[config.mk]
export PLATFORM = sky130hd
export DESIGN_NAME = draw_text_box
export DESIGN_NICKNAME = d
export VERILOG_FILES = /design/src/rtl/draw_text_pkg.sv /design/src/rtl/draw_text_box_delay_pipe.sv /design/src/rtl/draw_text_box.sv
export SDC_FILE = /design/constraint.sdc
export NUM_CORES = 1
export LEC_CHECK = 0
export ABC_AREA = 1
export BUFFER_PORTS_ARGS = -buffer_cell sky130_fd_sc_hd__buf_2
export CORE_MARGIN = 8
export CORE_UTILIZATION = 52
export CTS_CLUSTER_SIZE = 40
export DETAILED_ROUTE_END_ITERATION = 8
export PLACE_DENSITY = 0.94
export REMOVE_ABC_BUFFERS = 1
export SYNTH_ARGS = -nofsm -noshare
export SYNTH_HDL_FRONTEND = slang
export SYNTH_SLANG_ARGS = --single-unit
[constraint.sdc]
create_clock -name clk -period 2.95 [get_ports clk]
set_clock_uncertainty 0.05 [all_clocks]
set_input_delay 0.59 -clock clk [delete_from_list [all_inputs] [get_ports clk]]
set_output_delay 0.59 -clock clk [all_outputs]
set_load 0.02 [all_outputs]
[src/rtl/draw_text_pkg.sv]
// Shared constants and types for the text-box overlay.
// Geometry of the 8x16 font and the VGA bundle carried down the pipe.
package draw_text_pkg;

   localparam int CHAR_W      = 8;
   localparam int CHAR_H      = 16;
   localparam int FONT_ADDR_W = 11;
   localparam int CHAR_CODE_W = 7;
   localparam int CNT_W       = 11;
   localparam int RGB_W       = 12;

   typedef struct packed {
      logic [3:0] row;
      logic [3:0] col;
   } char_xy_t;

   typedef struct packed {
      logic [CNT_W-1:0] hcount;
      logic [CNT_W-1:0] vcount;
      logic             hsync;
      logic             vsync;
      logic             hblnk;
      logic             vblnk;
      logic [RGB_W-1:0] rgb;
   } vga_t;

   // Bit 7 of a font row is the leftmost pixel.
   function automatic logic glyph_bit(
      input logic [7:0] row,
      input logic [2:0] col
   );
      return row[3'd7 - col];
   endfunction

endpackage

[src/rtl/draw_text_box_delay_pipe.sv]
// Fixed-depth register chain for timing/colour delay lines.
// Every stage clears on the asynchronous active-low reset.
module delay_pipe #(
   parameter int W = 1,
   parameter int D = 1
) (
   input  logic         clk,
   input  logic         rst_n,
   input  logic [W-1:0] d_i,
   output logic [W-1:0] q_o
);

   logic [W-1:0] pipe_q [D];

   // Shift the input one stage per clock.
   always_ff @(posedge clk or negedge rst_n) begin
      if (!rst_n) begin
         for (int i = 0; i < D; i++) begin
            pipe_q[i] <= '0;
         end
      end else begin
         pipe_q[0] <= d_i;
         for (int i = 1; i < D; i++) begin
            pipe_q[i] <= pipe_q[i-1];
         end
      end
   end

   assign q_o = pipe_q[D-1];

endmodule

[src/rtl/draw_text_box.sv]
// Text-box overlay: text-ROM address, font lookup, glyph compose.
// Optional opaque background when DRAW_TEXT_BG_EN is defined.
module draw_text_box
   import draw_text_pkg::*;
#(
   parameter int         X_POS     = 0,
   parameter int         Y_POS     = 0,
   parameter int         COLS      = 16,
   parameter int         ROWS      = 1,
   parameter logic [11:0] TXT_COLOR = 12'hFFF,
   parameter logic [11:0] BG_COLOR  = 12'h000
) (
   input  logic                   clk,
   input  logic                   rst_n,
   input  logic [CNT_W-1:0]       hcount_in,
   input  logic [CNT_W-1:0]       vcount_in,
   input  logic                   hsync_in,
   input  logic                   vsync_in,
   input  logic                   hblnk_in,
   input  logic                   vblnk_in,
   input  logic [RGB_W-1:0]       rgb_in,
   output logic [7:0]             char_xy,
   input  logic [CHAR_CODE_W-1:0] char_code,
   output logic [FONT_ADDR_W-1:0] font_addr,
   input  logic [7:0]             font_data,
   output logic [CNT_W-1:0]       hcount_out,
   output logic [CNT_W-1:0]       vcount_out,
   output logic                   hsync_out,
   output logic                   vsync_out,
   output logic                   hblnk_out,
   output logic                   vblnk_out,
   output logic [RGB_W-1:0]       rgb_out
);

`ifdef DRAW_TEXT_BG_EN
   localparam bit BG_EN = 1'b1;
`else
   localparam bit BG_EN = 1'b0;
`endif

   // Box bounds in 12 bits so X_POS+8*COLS == 2048 does not wrap.
   localparam logic [11:0] X_LO  = 12'(X_POS);
   localparam logic [11:0] X_HI  = 12'(X_POS + CHAR_W * COLS);
   localparam logic [11:0] Y_LO  = 12'(Y_POS);
   localparam logic [11:0] Y_HI  = 12'(Y_POS + CHAR_H * ROWS);
   localparam logic [10:0] X_OFF = 11'(X_POS);
   localparam logic [10:0] Y_OFF = 11'(Y_POS);

   logic [11:0] h_ext;
   logic [11:0] v_ext;
   logic        in_box;
   logic [6:0]  rel_x;
   logic [7:0]  rel_y;
   char_xy_t    xy;

   assign h_ext = {1'b0, hcount_in};
   assign v_ext = {1'b0, vcount_in};

   assign in_box = (h_ext >= X_LO) && (h_ext < X_HI) &&
                   (v_ext >= Y_LO) && (v_ext < Y_HI);

   // Only the low bits are meaningful inside the box.
   assign rel_x = 7'(hcount_in - X_OFF);
   assign rel_y = 8'(vcount_in - Y_OFF);

   // Text-ROM address, parked at 0 outside the box.
   always_comb begin
      xy = '0;
      if (in_box) begin
         xy.row = rel_y[7:4];
         xy.col = rel_x[6:3];
      end
   end

   assign char_xy = xy;

   vga_t vga_in;
   vga_t vga_s2;

   assign vga_in = '{hcount: hcount_in,
                     vcount: vcount_in,
                     hsync:  hsync_in,
                     vsync:  vsync_in,
                     hblnk:  hblnk_in,
                     vblnk:  vblnk_in,
                     rgb:    rgb_in};

   delay_pipe #(
      .W ($bits(vga_t)),
      .D (2)
   ) u_vga_dly (
      .clk   (clk),
      .rst_n (rst_n),
      .d_i   (vga_in),
      .q_o   (vga_s2)
   );

   logic       in_box_s1_q;
   logic [2:0] relx_s1_q;
   logic [3:0] rely_s1_q;
   logic       in_box_s2_q;
   logic [2:0] relx_s2_q;

   // Stage 1: glyph position while the text ROM answers.
   always_ff @(posedge clk or negedge rst_n) begin
      if (!rst_n) begin
         in_box_s1_q <= 1'b0;
         relx_s1_q   <= '0;
         rely_s1_q   <= '0;
      end else begin
         in_box_s1_q <= in_box;
         relx_s1_q   <= rel_x[2:0];
         rely_s1_q   <= rel_y[3:0];
      end
   end

   assign font_addr = {char_code, rely_s1_q};

   // Stage 2: glyph column while the font ROM answers.
   always_ff @(posedge clk or negedge rst_n) begin
      if (!rst_n) begin
         in_box_s2_q <= 1'b0;
         relx_s2_q   <= '0;
      end else begin
         in_box_s2_q <= in_box_s1_q;
         relx_s2_q   <= relx_s1_q;
      end
   end

   logic pix;
   logic blank;
   vga_t vga_d;
   vga_t vga_q;

   assign pix   = glyph_bit(font_data, relx_s2_q);
   assign blank = vga_s2.hblnk | vga_s2.vblnk;

   // Compose the pixel: glyph colour, optional fill, else pass-through.
   always_comb begin
      vga_d = vga_s2;
      if (in_box_s2_q && !blank) begin
         if (pix) begin
            vga_d.rgb = TXT_COLOR;
         end else if (BG_EN) begin
            vga_d.rgb = BG_COLOR;
         end
      end
   end

   // Stage 3: output register driving every port.
   always_ff @(posedge clk or negedge rst_n) begin
      if (!rst_n) begin
         vga_q <= '0;
      end else begin
         vga_q <= vga_d;
      end
   end

   assign hcount_out = vga_q.hcount;
   assign vcount_out = vga_q.vcount;
   assign hsync_out  = vga_q.hsync;
   assign vsync_out  = vga_q.vsync;
   assign hblnk_out  = vga_q.hblnk;
   assign vblnk_out  = vga_q.vblnk;
   assign rgb_out    = vga_q.rgb;

endmodule

* Yosys cells after proc, flatten, opt, wreduce, memory -nomap -nowiden
Cells that the tools add are included.
** Word-level totals
- Flip-flop bits (word level) :: 126
- Input bits :: 55
- Output and inout bits :: 57
- Word-level logic and storage cells :: 31
** Cells by class
- Add/sub/neg operators :: 1
- Order comparisons :: 5
- Multiplexer cells :: 5
- Bitwise gates (word level) :: 1
- Reductions and logical operators :: 5
** Operator list (count)
- $mux 12 :: 2
- $ge 11x1->1 const B :: 2
- $lt 11x5->1 const B :: 1
- $lt 11x8->1 const B :: 1
- $mux 8 :: 1
- $logic_and 1x1->1 :: 4
- $lt 3x4->1 const B :: 1
- $bmux 1 s3 :: 1
- $sub 3x3->3 const A :: 1
- $logic_not 1->1 :: 1
- $mux 1 :: 1
- $or 1x1->1 :: 1

* Logic depth before layout (Yosys ltp)
Gate-level depths: netlist of the first run.
- Depth after elaboration :: 5
- Gate-level depth with buffers :: 8
- Depth with buffers taken out :: 7

* Hierarchy
Synthesis of the first run repeated with hierarchy kept, for this count alone.
** Unflattened totals
- Cell total of the unflattened synthesis :: 239
- Area total of the unflattened synthesis :: 3788.6 um2
** Modules (own cells, without submodules)
- delay_pipe :: times used 1, cells each 114, area an instance 2187.1 um2
- draw_text_box :: times used 1, cells each 125, area an instance 1601.5 um2

* Least setup slack after synthesis of the first run
Ideal clock, no wire load.
- Path type :: input to output
- From :: input port vcount_in[6]
- To :: output port char_xy[0]
- Arrival time :: 1.415 ns
- Data required time :: 2.310 ns
- Slack :: 0.895 ns
- Stages :: 4
- Cells stage by stage :: or2_1 nor3_1 nand3_1 nor2_1
** On the way
- Word-level cells in the longest chain between the ends :: 4
- Elaborated cells between the ends (all ways) :: 5
** RTL lines
- start: declaration :: line draw_text_box.sv:16 : input logic [CNT_W-1:0] vcount_in,
- $ge 11x1->1 :: line draw_text_box.sv:60 : (v_ext >= Y_LO) && (v_ext < Y_HI);
- $logic_and 1x1->1 :: line draw_text_box.sv:59 : assign in_box = (h_ext >= X_LO) && (h_ext < X_HI) &&
- $logic_and 1x1->1 * :: line draw_text_box.sv:60
- $mux 8 * :: line draw_text_box.sv:69 : if (in_box) begin
- end: declaration :: line draw_text_box.sv:22 : output logic [7:0] char_xy,
Every way passes the cells marked *; elsewhere a longest branch is shown, timed or not.

* Final worst setup path of the first run
- From :: input port vcount_in[6]
- To :: output port char_xy[1]
The elaborated chain is that of the path after synthesis.

==> results of run 1 <==
-- worst reg2reg max path, cell delays in order, from the launching register on --
cell	delay, ns
dfrtp_1	0.44
inv_2	0.11
nand2_1	0.06
nand3_1	0.07
nand2_1	0.06
nand2_1	0.07
nand3_2	0.22
nand2_1	0.14
-- path summary, 6_finish.rpt --
check                                     start                   end
min                                   rgb_in[5]  u_vga_dly.pipe_q[43]
max                                vcount_in[6]            char_xy[1]
max in group asynchronous                 rst_n     u_vga_dly.q_o[36]
min in group asynchronous                 rst_n            rgb_out[1]
max reg2reg                   u_vga_dly.q_o[27]           rgb_out[11]
min reg2reg                u_vga_dly.pipe_q[45]      u_vga_dly.q_o[7]
-- stage by stage --
step / cell area [um2] / utilization [%] / hold WS, ns / std cells
3_3_place_gp: 3760 / 60.3 / 0.282 / 354
2_1_floorplan: 3170 / - / 0.244 / 182
3_5_place_dp: 3760 / 60.3 / 0.285 / 354
6_report: 4380 / 70.1 / 0.147 / 387
5_1_grt: 4380 / 70.1 / 0.121 / 387
4_1_cts: 4380 / 70.1 / 0.121 / 387
-- sequential cells by signal, summed over array words and instances (netlist names) --
signal,flops
u_vga_dly.pipe_q,38
vsync_out,1
vcount_out,11
rgb_out,12
hcount_out,11
hsync_out,1
in_box_s2_q,1
vblnk_out,1
hblnk_out,1
u_vga_dly.q_o,38
in_box_s1_q,1
-- Yosys cell counts --
cell     number  share of area [%]
nor2_1        8               0.91
buf_6         1               0.34
nand3_1       5               0.76
nand2_1      25                2.9
dfrtp_1     116                 88
inv_2         1               0.11
nor3_1        1               0.15
inv_1        19                2.2
nor3b_1       1               0.23
or2_1         1               0.19
nand3_2       1               0.30
conb_1        1               0.11
buf_4        15                3.4
-- repair_timing --
action                    CTS  global route
hold buffers                1             0
resized for setup           0             0
hold endpoints to repair   25             0
-- metal layers --
metal / vias up / share of wire (%) / global-route usage (%)
li1: 775 / - / -
met1: 810 / 35 / 12.6
met2: 76 / 56 / 24.5
met3: 8 / 6.9 / 5.91
met4: 0 / 1.6 / 8.45
met5: - / 0 / 0
-- cell families (layout without fill, tap and decap cells) --
group | after synthesis | after routing | synth area share, %
and+or+nand+nor | 42 | 42 | 5.41
other | 1 | 4 | 0.114
DFF | 116 | 116 | 88.4
buffers and inverters | 36 | 148 | 6.06
-- cell usage in the layout (no fill, tap or decap), types with 2 or more instances in the layout --
cell,n
nand2_1,25
clkbuf_16,16
clkinvlp_4,4
inv_6,3
buf_2,92
clkinv_4,3
bufinv_16,3
nor2_1,8
conb_1,4
inv_1,19
clkbuf_8,2
dfrtp_1,116
buf_4,2
nand3_1,5
-- final cells by class --
| type | instances | area share [%] |
|---|---|---|
| clock buffers | 18 | 9.77 |
| clock inverters | 14 | 4.06 |
| inverters | 20 | 1.71 |
| multi-input cells | 46 | 4.40 |
| flip-flops and latches | 116 | 66.3 |
| well taps | 77 | 2.20 |
| repair buffers | 96 | 11.5 |
-- power groups by stage --
| stage | Combinational [mW] | Sequential (mW) | Clock, mW |
|---|---|---|---|
| global placement | 0.160 | 1.72 | 0 |
| CTS | 0.167 | 1.70 | 2.05 |
| global route | 0.180 | 1.70 | 2.13 |
| finish | 0.162 | 1.70 | 2.01 |
| floorplan | 0.0207 | 1.76 | 0 |
| detailed placement | 0.164 | 1.72 | 0 |
==> summary.md, run 1 <==
| Metric | Value |
|---|---|
| Synthesis-to-layout area growth | `33.3%` |
| First drt pass iteration count | `4` |
| Ant diodes | `0` |
| Hold Path Class | `input pin to register` |
| Lkg Pwr | `2.26 nW` |
| # fillers | `428` |
| Max Clk Rate | `449 MHz` |
| Worst-path maximum fanout | `5` |
| GRT overflow | `0` |
| Final Hold Violating Endpoints | `0` |
| CP startpoint kind | `input pin` |
| Core area | `0.00624 mm2` |
| PwrDens | `884 mW/mm2` |
| Register area | `0.00290 mm2` |
| Mapped Area | `0.00328 mm2` |
| Vias per cell | `4.31` |
| Critical Path Max Stage Delay | `0.21 ns` |
| Seq cells post-synth | `116` |
| Die area | `0.00911 mm2` |
| CTS Buffer Depth | `2` |
| Period utilization | `75.4%` |
| Slowest-stage cell, CP | `or2_1` |
| Hpwl dp | `4000 um` |
| Run status | `finished clean` |
| Most frequent CP cell | `buf_2` |
| Post-synthesis sequential area ratio | `88.4%` |
| Die Y | `95.5 um` |
| R2R setup slack | `1.65 ns` |
| Area of the multi-input gates | `193 um2` |
| Net Sw Frac | `21.4%` |
| Max cap viols | `0` |
| Clk_lat worst skew | `0.50 ns` |
| DRC errors left | `0` |
| GRT Util Overall | `13.7%` |
| Critical Path AT | `1.59 ns` |
| Final setup margin | `0.725 ns` |
| Power, Total | `3.87 mW` |
| Average wire per standard cell | `14.7 um` |
| Comb pwr share | `4.2%` |
| CP bufs+invs | `2` |
| Antenna viol nets, final | `0` |
| Final setup vio count | `0` |
| First-pass GRT wire length | `8910 um` |
| Unrepaired setup endpoints after global routing | `false` |
| Root Driver | `clkbuf_8` |
| Crit. End Element | `primary output` |
| CTS Sinks | `116` |
| WP data required | `2.31 ns` |
| Syn avg cell area | `16.8 um2` |
| CTS buffer count | `17` |
| Min Clock Period, post-route | `2.23 ns` |
| Pre-CTS setup slack | `0.709 ns` |
| CTS clk-pin slew, worst paths | `0.06 ns` |
| Crit path cell chain | `buf_2, or2_1, nor3_1, nand3_1, nor2_1, buf_2` |
| Largest net degree at the start of global routing | `66` |
| Ys Warns | `0` |
| Final setup TNS | `0 ns` |
| Reg2Reg Depth | `7` |
| H-Tree Depth | `4` |
| Horiz. Die Dim | `95.5 um` |
| Sequential power share | `43.8%` |
| Psw | `826 uW` |
| Top Ports | `112` |
| Share of cells above drive strength 1 | `41.6%` |
| Fin nets | `352` |
| Hold path depth | `1` |
| Mapped Cells | `195` |
| 1st-iter DRT viols | `17` |
| Worst path top cell family by delay | `simple AND/OR/NAND/NOR gates` |
| RePlAce Congestion | `0.688` |
| Final wirelength | `5670 um` |
| CP Depth | `6` |
| VDD IR-drop max | `571 uV` |
| Post-CTS Setup Inserts | `0` |
| Initial core utilization | `52.6%` |
| Clk pwr share | `52.0%` |
| Fin. max-slew vios | `0` |
| Port bufs | `93` |
| Vias in the first global route | `1932` |
| Row count | `29` |
| Vias | `1669` |
| Internal | `3.04 mW` |
| CTS tree | `done` |
| Antenna violations before repair | `0` |
| Yosys cell types | `13` |
| Setup CP Type | `input pin to primary output` |
(Power assumes the default switching activity.)
==> inputs of run 2 (changes only) <==
--- a/config.mk
+++ b/config.mk
@@ -5,13 +5,13 @@
 export SDC_FILE = /design/constraint.sdc
 export NUM_CORES = 1
 export LEC_CHECK = 0
-export ABC_AREA = 1
+export ABC_AREA = 0
 export BUFFER_PORTS_ARGS = -buffer_cell sky130_fd_sc_hd__buf_2
 export CORE_MARGIN = 8
-export CORE_UTILIZATION = 52
+export CORE_UTILIZATION = 48
 export CTS_CLUSTER_SIZE = 40
 export DETAILED_ROUTE_END_ITERATION = 8
-export PLACE_DENSITY = 0.94
+export PLACE_DENSITY = 0.89
 export REMOVE_ABC_BUFFERS = 1
 export SYNTH_ARGS = -nofsm -noshare
 export SYNTH_HDL_FRONTEND = slang
==> constraint.sdc (replaced) <==
create_clock -name clk -period 2.2 [get_ports clk]
set_clock_uncertainty 0.05 [all_clocks]
set_input_delay 0.44 -clock clk [delete_from_list [all_inputs] [get_ports clk]]
set_output_delay 0.44 -clock clk [all_outputs]
set_load 0.02 [all_outputs]
==> summary.md, run 2 <==
| Metric | Value |
|---|---|
| Average wire per standard cell | `15.7 um (+7.2%)` |
| Run status | `finished clean` |
| Top post-synthesis cells by area | `dfrtp_1 88%, buf_4 3.4%, o31ai_1 2.7%` |
| Ant diodes | `0 (unchanged)` |
| GRT overflow | `0 (unchanged)` |
| Setup CP Type | `input pin to primary output` |
| Lkg Pwr | `2.36 nW (+4.1%)` |
| VDD IR-drop max | `796 uV (+39%)` |
| Worst-path maximum fanout | `5 (unchanged)` |
| Mapped Area | `0.00330 mm2 (+0.50%)` |
| Ys flop type | `dfrtp_1` |
| Post-CTS sizing | `0 (unchanged)` |
| RePlAce Congestion | `0.723 (+5.1%)` |
| Hold buffer count at CTS | `39 (+38)` |
| EDFF count, synth | `0 (unchanged)` |
| Post-synth ARST share | `100% (unchanged)` |
| Synthesis-to-layout area growth | `45.4%` |
| CTS clk-pin slew, worst paths | `0.05 ns (about the same)` |
| Vias per cell | `4.41 (+2.3%)` |
| Vias in the first global route | `2084 (+7.9%)` |
| Antenna viol nets, final | `0 (unchanged)` |
| Post-CTS Setup Inserts | `0 (unchanged)` |
| Port bufs | `93 (unchanged)` |
| Finished Layout Cells | `408 (+5.4%)` |
| Crit. End Element | `primary output` |
| Critical Path AT | `1.54 ns (-0.05 ns)` |
| First-pass GRT wire length | `10100 um (+13%)` |
| Final setup vio count | `0 (unchanged)` |
| # fillers | `431 (+0.70%)` |
| CTS Buffer Depth | `2 (unchanged)` |
| Min Clock Period, post-route | `2.03 ns` |
| Commonest non-fill, non-tap cells in the layout | `116 x dfrtp_1, 92 x buf_2, 39 x dlygate4sd3_1` |
| Ys Warns | `0 (unchanged)` |
| Fin. max-slew vios | `0 (unchanged)` |
| WP data required | `1.71 ns (-0.60 ns)` |
| Post-synth top cells | `116 x dfrtp_1, 15 x buf_4, 12 x inv_1, 12 x o31ai_1, 4 x and2_1` |
| Commonest non-fill, non-tap cell in the layout | `dfrtp_1` |
| Core area | `0.00672 mm2 (+7.7%)` |
| Initial core utilization | `49.1% (-3.5 points)` |
| Dpl cells | `337 (-4.8%)` |
| Clk_lat worst skew | `0.49 ns (about the same)` |
| Yosys top cell area share | `88.0% (-0.44 points)` |
| Horiz. Die Dim | `98.9 um (+3.6%)` |
| Register area | `0.00290 mm2 (unchanged)` |
| Root Driver | `clkbuf_8` |
| CTS buffer count | `17 (unchanged)` |
| Die Y | `98.9 um (+3.6%)` |
| Yosys top cell by area | `dfrtp_1` |
| CTS tree | `done` |
| Antenna violations before repair | `0 (unchanged)` |
| Max cap viols | `0 (unchanged)` |
| Period utilization | `92.4%` |
| Max Clk Rate | `492 MHz` |
| Hold Path Class | `input pin to register` |
| CTS Sinks | `116 (unchanged)` |
| Placed inst area | `0.00379 mm2 (+0.80%)` |
| Largest net degree at the start of global routing | `41 (-38%)` |
| Seq cells post-synth | `116 (unchanged)` |
| Cell with the most instances after synthesis | `dfrtp_1` |
| Yosys cell types | `18 (+5)` |
| Syn avg cell area | `18.7 um2 (+11%)` |
| Pre-CTS setup slack | `0.217 ns (-0.492 ns)` |
| Top Ports | `112 (unchanged)` |
| First drt pass iteration count | `4 (unchanged)` |
| CP startpoint kind | `input pin` |
| Area of the multi-input gates | `229 um2 (+19%)` |
| Final Hold Violating Endpoints | `0 (unchanged)` |
| DRC errors left | `0 (unchanged)` |
| Unrepaired setup endpoints after global routing | `false` |
| Hpwl dp | `4180 um (+4.4%)` |
| Row count | `30 (+3.4%)` |
| Design Area, Final | `0.00480 mm2 (+9.6%)` |
| Fin nets | `370 (+5.1%)` |
| Final wirelength | `6410 um (+13%)` |
| Mapped Cells | `176 (-9.7%)` |
| Share of cells above drive strength 1 | `39.6% (-2.0 points)` |
| 1st-iter DRT viols | `34 (+17)` |
| Power, Total | `5.33 mW (+38%)` |
| Die area | `0.00978 mm2 (+7.4%)` |
| H-Tree Depth | `4 (unchanged)` |
| Post-synthesis sequential area ratio | `88.0% (-0.44 points)` |
| PwrDens | `1110 mW/mm2 (+26%)` |
| GRT Util Overall | `14.0% (+0.31 points)` |
| Final setup margin | `0.167 ns (-0.557 ns)` |
| Vias | `1800 (+7.8%)` |
| Final setup TNS | `0 ns (unchanged)` |
run 2: cell count changes after synthesis, moves of 2 or more:
| cell | delta |
|---|---|
| inv_1 | -7 |
| nand3_1 | -5 |
| mux2_2 | +2 |
| nor4_1 | +2 |
| nand2_1 | -23 |
| and2_1 | +4 |
| buf_2 | +2 |
| o31ai_1 | +12 |
| nor2_1 | -7 |
run 2: power breakdown:
part	internal, mW	switching [mW]
combinational	0.124	0.160
sequential	2.24	0.0324
clock	1.92	0.854
run 2: per-layer routing:
| layer | part of all wire [%] | track usage [%] | vias up | wire (um) |
|---|---|---|---|---|
| li1 | - | - | 824 | - |
| met1 | 33 | 11.9 | 908 | 2100 |
| met2 | 60 | 25.7 | 64 | 3870 |
| met3 | 6.3 | 8.39 | 4 | 402 |
| met4 | 0.56 | 5.43 | 0 | 36 |
| met5 | 0 | 0 | - | 0 |
run 2: worst max-delay path: stages:
cell and delay (ns):
buf_2 0.10, nor4_1 0.37, and3_1 0.31, and2_1 0.15
buf_2 0.16
run 2: layout make-up:
class                   instances  share of cell area [%]
inverters                      12                   0.939
clock inverters                10                    3.18
flip-flops and latches        116                    60.5
clock buffers                  22                    9.65
repair buffers                135                    18.9
well taps                      80                    2.09
multi-input cells              33                    4.77
run 2: logic make-up after synthesis:
logic type,count (synthesis),share of synthesized area [%]
AO/OA/AOI/OAI,13,2.92
buffers and inverters,30,5.42
flip-flops,116,88.0
multiplexers,3,1.37
other,1,0.114
AND/OR/NAND/NOR,13,2.20
run 2: through the flow:
stage	hold WS (ns)	util (%)
global route	0.257	71.4
detailed placement	0.285	56.4
CTS	0.249	71.4
finish	0.269	71.4
global placement	0.281	56.4
floorplan	0.0944	-
run 2: final timing paths:
| check | startpoint | slack, ns | depth (start not counted) | to |
|---|---|---|---|---|
| worst max register to register | u_vga_dly.q_o[27] | 0.54 | 3 | rgb_out[6] |
| max in group asynchronous | rst_n | 1.11 | 3 | u_vga_dly.pipe_q[51] |
| min in group asynchronous | rst_n | 0.42 | 2 | u_vga_dly.q_o[17] |
| worst min register to register | u_vga_dly.pipe_q[40] | 0.30 | 0 | u_vga_dly.q_o[2] |
| worst max-delay path | hcount_in[8] | 0.17 | 5 | char_xy[2] |
| worst min-delay path | vcount_in[9] | 0.27 | 3 | in_box_s1_q |
==> inputs of run 3 (changes only) <==
--- a/config.mk
+++ b/config.mk
@@ -12,6 +12,7 @@
 export CTS_CLUSTER_SIZE = 40
 export DETAILED_ROUTE_END_ITERATION = 8
 export PLACE_DENSITY = 0.89
+export RECOVER_POWER = 50
 export REMOVE_ABC_BUFFERS = 1
 export SYNTH_ARGS = -nofsm -noshare
 export SYNTH_HDL_FRONTEND = slang
==> summary.md, run 3 (synthesis gave the netlist of run 2 again) <==
| Metric | Value |
|---|---|
| Run status | `finished clean` |
| Root Driver | `clkbuf_8` |
| Row count | `30 (unchanged)` |
| Comb pwr share | `5.3% (about the same)` |
| Commonest non-fill, non-tap cell in the layout | `dfrtp_1` |
| Internal | `4.28 mW (about the same)` |
| Max cap viols | `0 (unchanged)` |
| Die Y | `98.9 um (unchanged)` |
| Clk pwr share | `52.0% (about the same)` |
| Final Hold Violating Endpoints | `0 (unchanged)` |
| Final wirelength | `6420 um (about the same)` |
| Slew Limit Headroom | `34.5%` |
| Placed inst area | `0.00379 mm2 (unchanged)` |
| Top Ports | `112 (unchanged)` |
| Hold Path Class | `input pin to register` |
| Unrepaired setup endpoints after global routing | `false` |
| Post-CTS sizing | `0 (unchanged)` |
| First-pass GRT wire length | `10100 um (unchanged)` |
| Register area | `0.00290 mm2 (unchanged)` |
| Fin. max-slew vios | `0 (unchanged)` |
| Antenna viol nets, final | `0 (unchanged)` |
| Fin nets | `370 (unchanged)` |
| Sequential power share | `42.7% (about the same)` |
| Vias per cell | `4.42 (+0.22%)` |
| Crit. End Element | `primary output` |
| H-Tree Depth | `4 (unchanged)` |
| PwrDens | `1110 mW/mm2 (+0.18%)` |
| Worst-path maximum fanout | `5 (unchanged)` |
| GRT Util Overall | `14.0% (unchanged)` |
| 1st-iter DRT viols | `33 (-2.9%)` |
| CTS Sinks | `116 (unchanged)` |
| VDD IR-drop max | `799 uV (+0.33%)` |
| Final setup TNS | `0 ns (unchanged)` |
| Share of cells above drive strength 1 | `38.1% (-1.5 points)` |
| Psw | `1.05 mW (+0.13%)` |
| Port bufs | `93 (unchanged)` |
| Crit path cell chain | `buf_2, nor4_1, and3_1, and2_1, buf_2` |
| Post-CTS Setup Inserts | `0 (unchanged)` |
| Net Sw Frac | `19.7% (+0.027 points)` |
| # fillers | `433 (+0.46%)` |
| WP data required | `1.71 ns (about the same)` |
| GRT overflow | `0 (unchanged)` |
| CTS clk-pin slew, worst paths | `0.05 ns (about the same)` |
| Period utilization | `92.0% (-0.42 points)` |
| Antenna violations before repair | `0 (unchanged)` |
| Die area | `0.00978 mm2 (unchanged)` |
| Hold buffer count at CTS | `39 (unchanged)` |
| Setup CP Type | `input pin to primary output` |
| Synthesis-to-layout area growth | `45.2%` |
| CTS tree | `done` |
| Hpwl dp | `4180 um (unchanged)` |
| CTS Buffer Depth | `2 (unchanged)` |
| Core area | `0.00672 mm2 (unchanged)` |
| Ant diodes | `0 (unchanged)` |
| Critical Path Max Stage Delay | `0.36 ns (about the same)` |
| Average wire per standard cell | `15.7 um (about the same)` |
| Dpl cells | `337 (unchanged)` |
| Horiz. Die Dim | `98.9 um (unchanged)` |
| Initial core utilization | `49.1% (unchanged)` |
| Design Area, Final | `0.00479 mm2 (-0.18%)` |
| CTS buffer count | `17 (unchanged)` |
| Lkg Pwr | `2.34 nW (-0.61%)` |
| Max Clk Rate | `494 MHz (+0.45%)` |
| DRC errors left | `0 (unchanged)` |
| Critical Path AT | `1.53 ns (about the same)` |
| Min Clock Period, post-route | `2.02 ns (-0.00918 ns)` |
| Area of the multi-input gates | `229 um2 (unchanged)` |
| Most frequent CP cell | `buf_2` |
| Vias | `1804 (+0.22%)` |
| Final setup vio count | `0 (unchanged)` |
| First drt pass iteration count | `4 (unchanged)` |
| Largest net degree at the start of global routing | `41 (unchanged)` |
| Commonest non-fill, non-tap cells in the layout | `116 x dfrtp_1, 87 x buf_2, 39 x dlygate4sd3_1` |
| Vias in the first global route | `2084 (unchanged)` |
| Clk_lat worst skew | `0.49 ns (about the same)` |
| Actual slew at the worst max-slew pin | `0.982 ns` |
| Slowest-stage cell, CP | `nor4_1` |
| CP startpoint kind | `input pin` |
| Finished Layout Cells | `408 (unchanged)` |
| RePlAce Congestion | `0.723 (unchanged)` |
## run 3: cell types whose count changed in the layout (fill, tap and decap cells not counted), sizes merged
cell	previous run	this run
buf	96	90
clkbuf	22	28
## run 3: worst paths after layout
| kind | startpoint | endpoint | slack [ns] | cells past startpoint |
|---|---|---|---|---|
| min | vcount_in[9] | in_box_s1_q | 0.27 | 3 |
| max reg2reg | u_vga_dly.q_o[27] | rgb_out[6] | 0.54 | 3 |
| min in group asynchronous | rst_n | u_vga_dly.q_o[17] | 0.60 | 2 |
| max in group asynchronous | rst_n | u_vga_dly.pipe_q[51] | 0.78 | 3 |
| max | hcount_in[8] | char_xy[2] | 0.18 | 5 |
| min reg2reg | u_vga_dly.pipe_q[40] | u_vga_dly.q_o[2] | 0.30 | 0 |
## run 3: final cells by class
type                            count  area share, %
Timing Repair Buffer              135           18.7
Clock buffer                       22           9.67
Tap cell                           80           2.09
Sequential cell                   116           60.6
Multi-Input combinational cell     33           4.78
Inverter                           12          0.940
Clock inverter                     10           3.19
## run 3: critical path: cells and delay by family
family	cells	cell delay, ns
simple gates	3	0.82
buf+inv	2	0.26
## run 3: layer usage
layer  up-vias  global-route usage, %  wire length, um
met5         -                      0                0
met4         0                   5.43               37
met3         4                   8.39              421
met2        65                   25.7             3860
met1       911                   11.9             2100
li1        824                      -                -
## run 3: stage by stage
| step | power (mW) | worst slack (ns) | util, % | hold slack (ns) |
|---|---|---|---|---|
| finish | 5.33 | 0.177 | 71.3 | 0.269 |
| global route | 5.53 | 0.0703 | 71.3 | 0.257 |
| CTS | 5.39 | 0.216 | 71.4 | 0.249 |
| detailed placement | 2.54 | 0.217 | 56.4 | 0.285 |
| global placement | 2.53 | 0.252 | 56.4 | 0.281 |
| floorplan | 2.39 | 0.595 | - | 0.0944 |
## run 3: power by group through the flow
stage,Clock [mW],Combinational (mW),Sequential (mW)
floorplan,0,0.0323,2.36
global placement,0,0.224,2.30
detailed placement,0,0.232,2.31
CTS,2.82,0.287,2.28
global route,2.93,0.308,2.28
finish,2.77,0.282,2.28
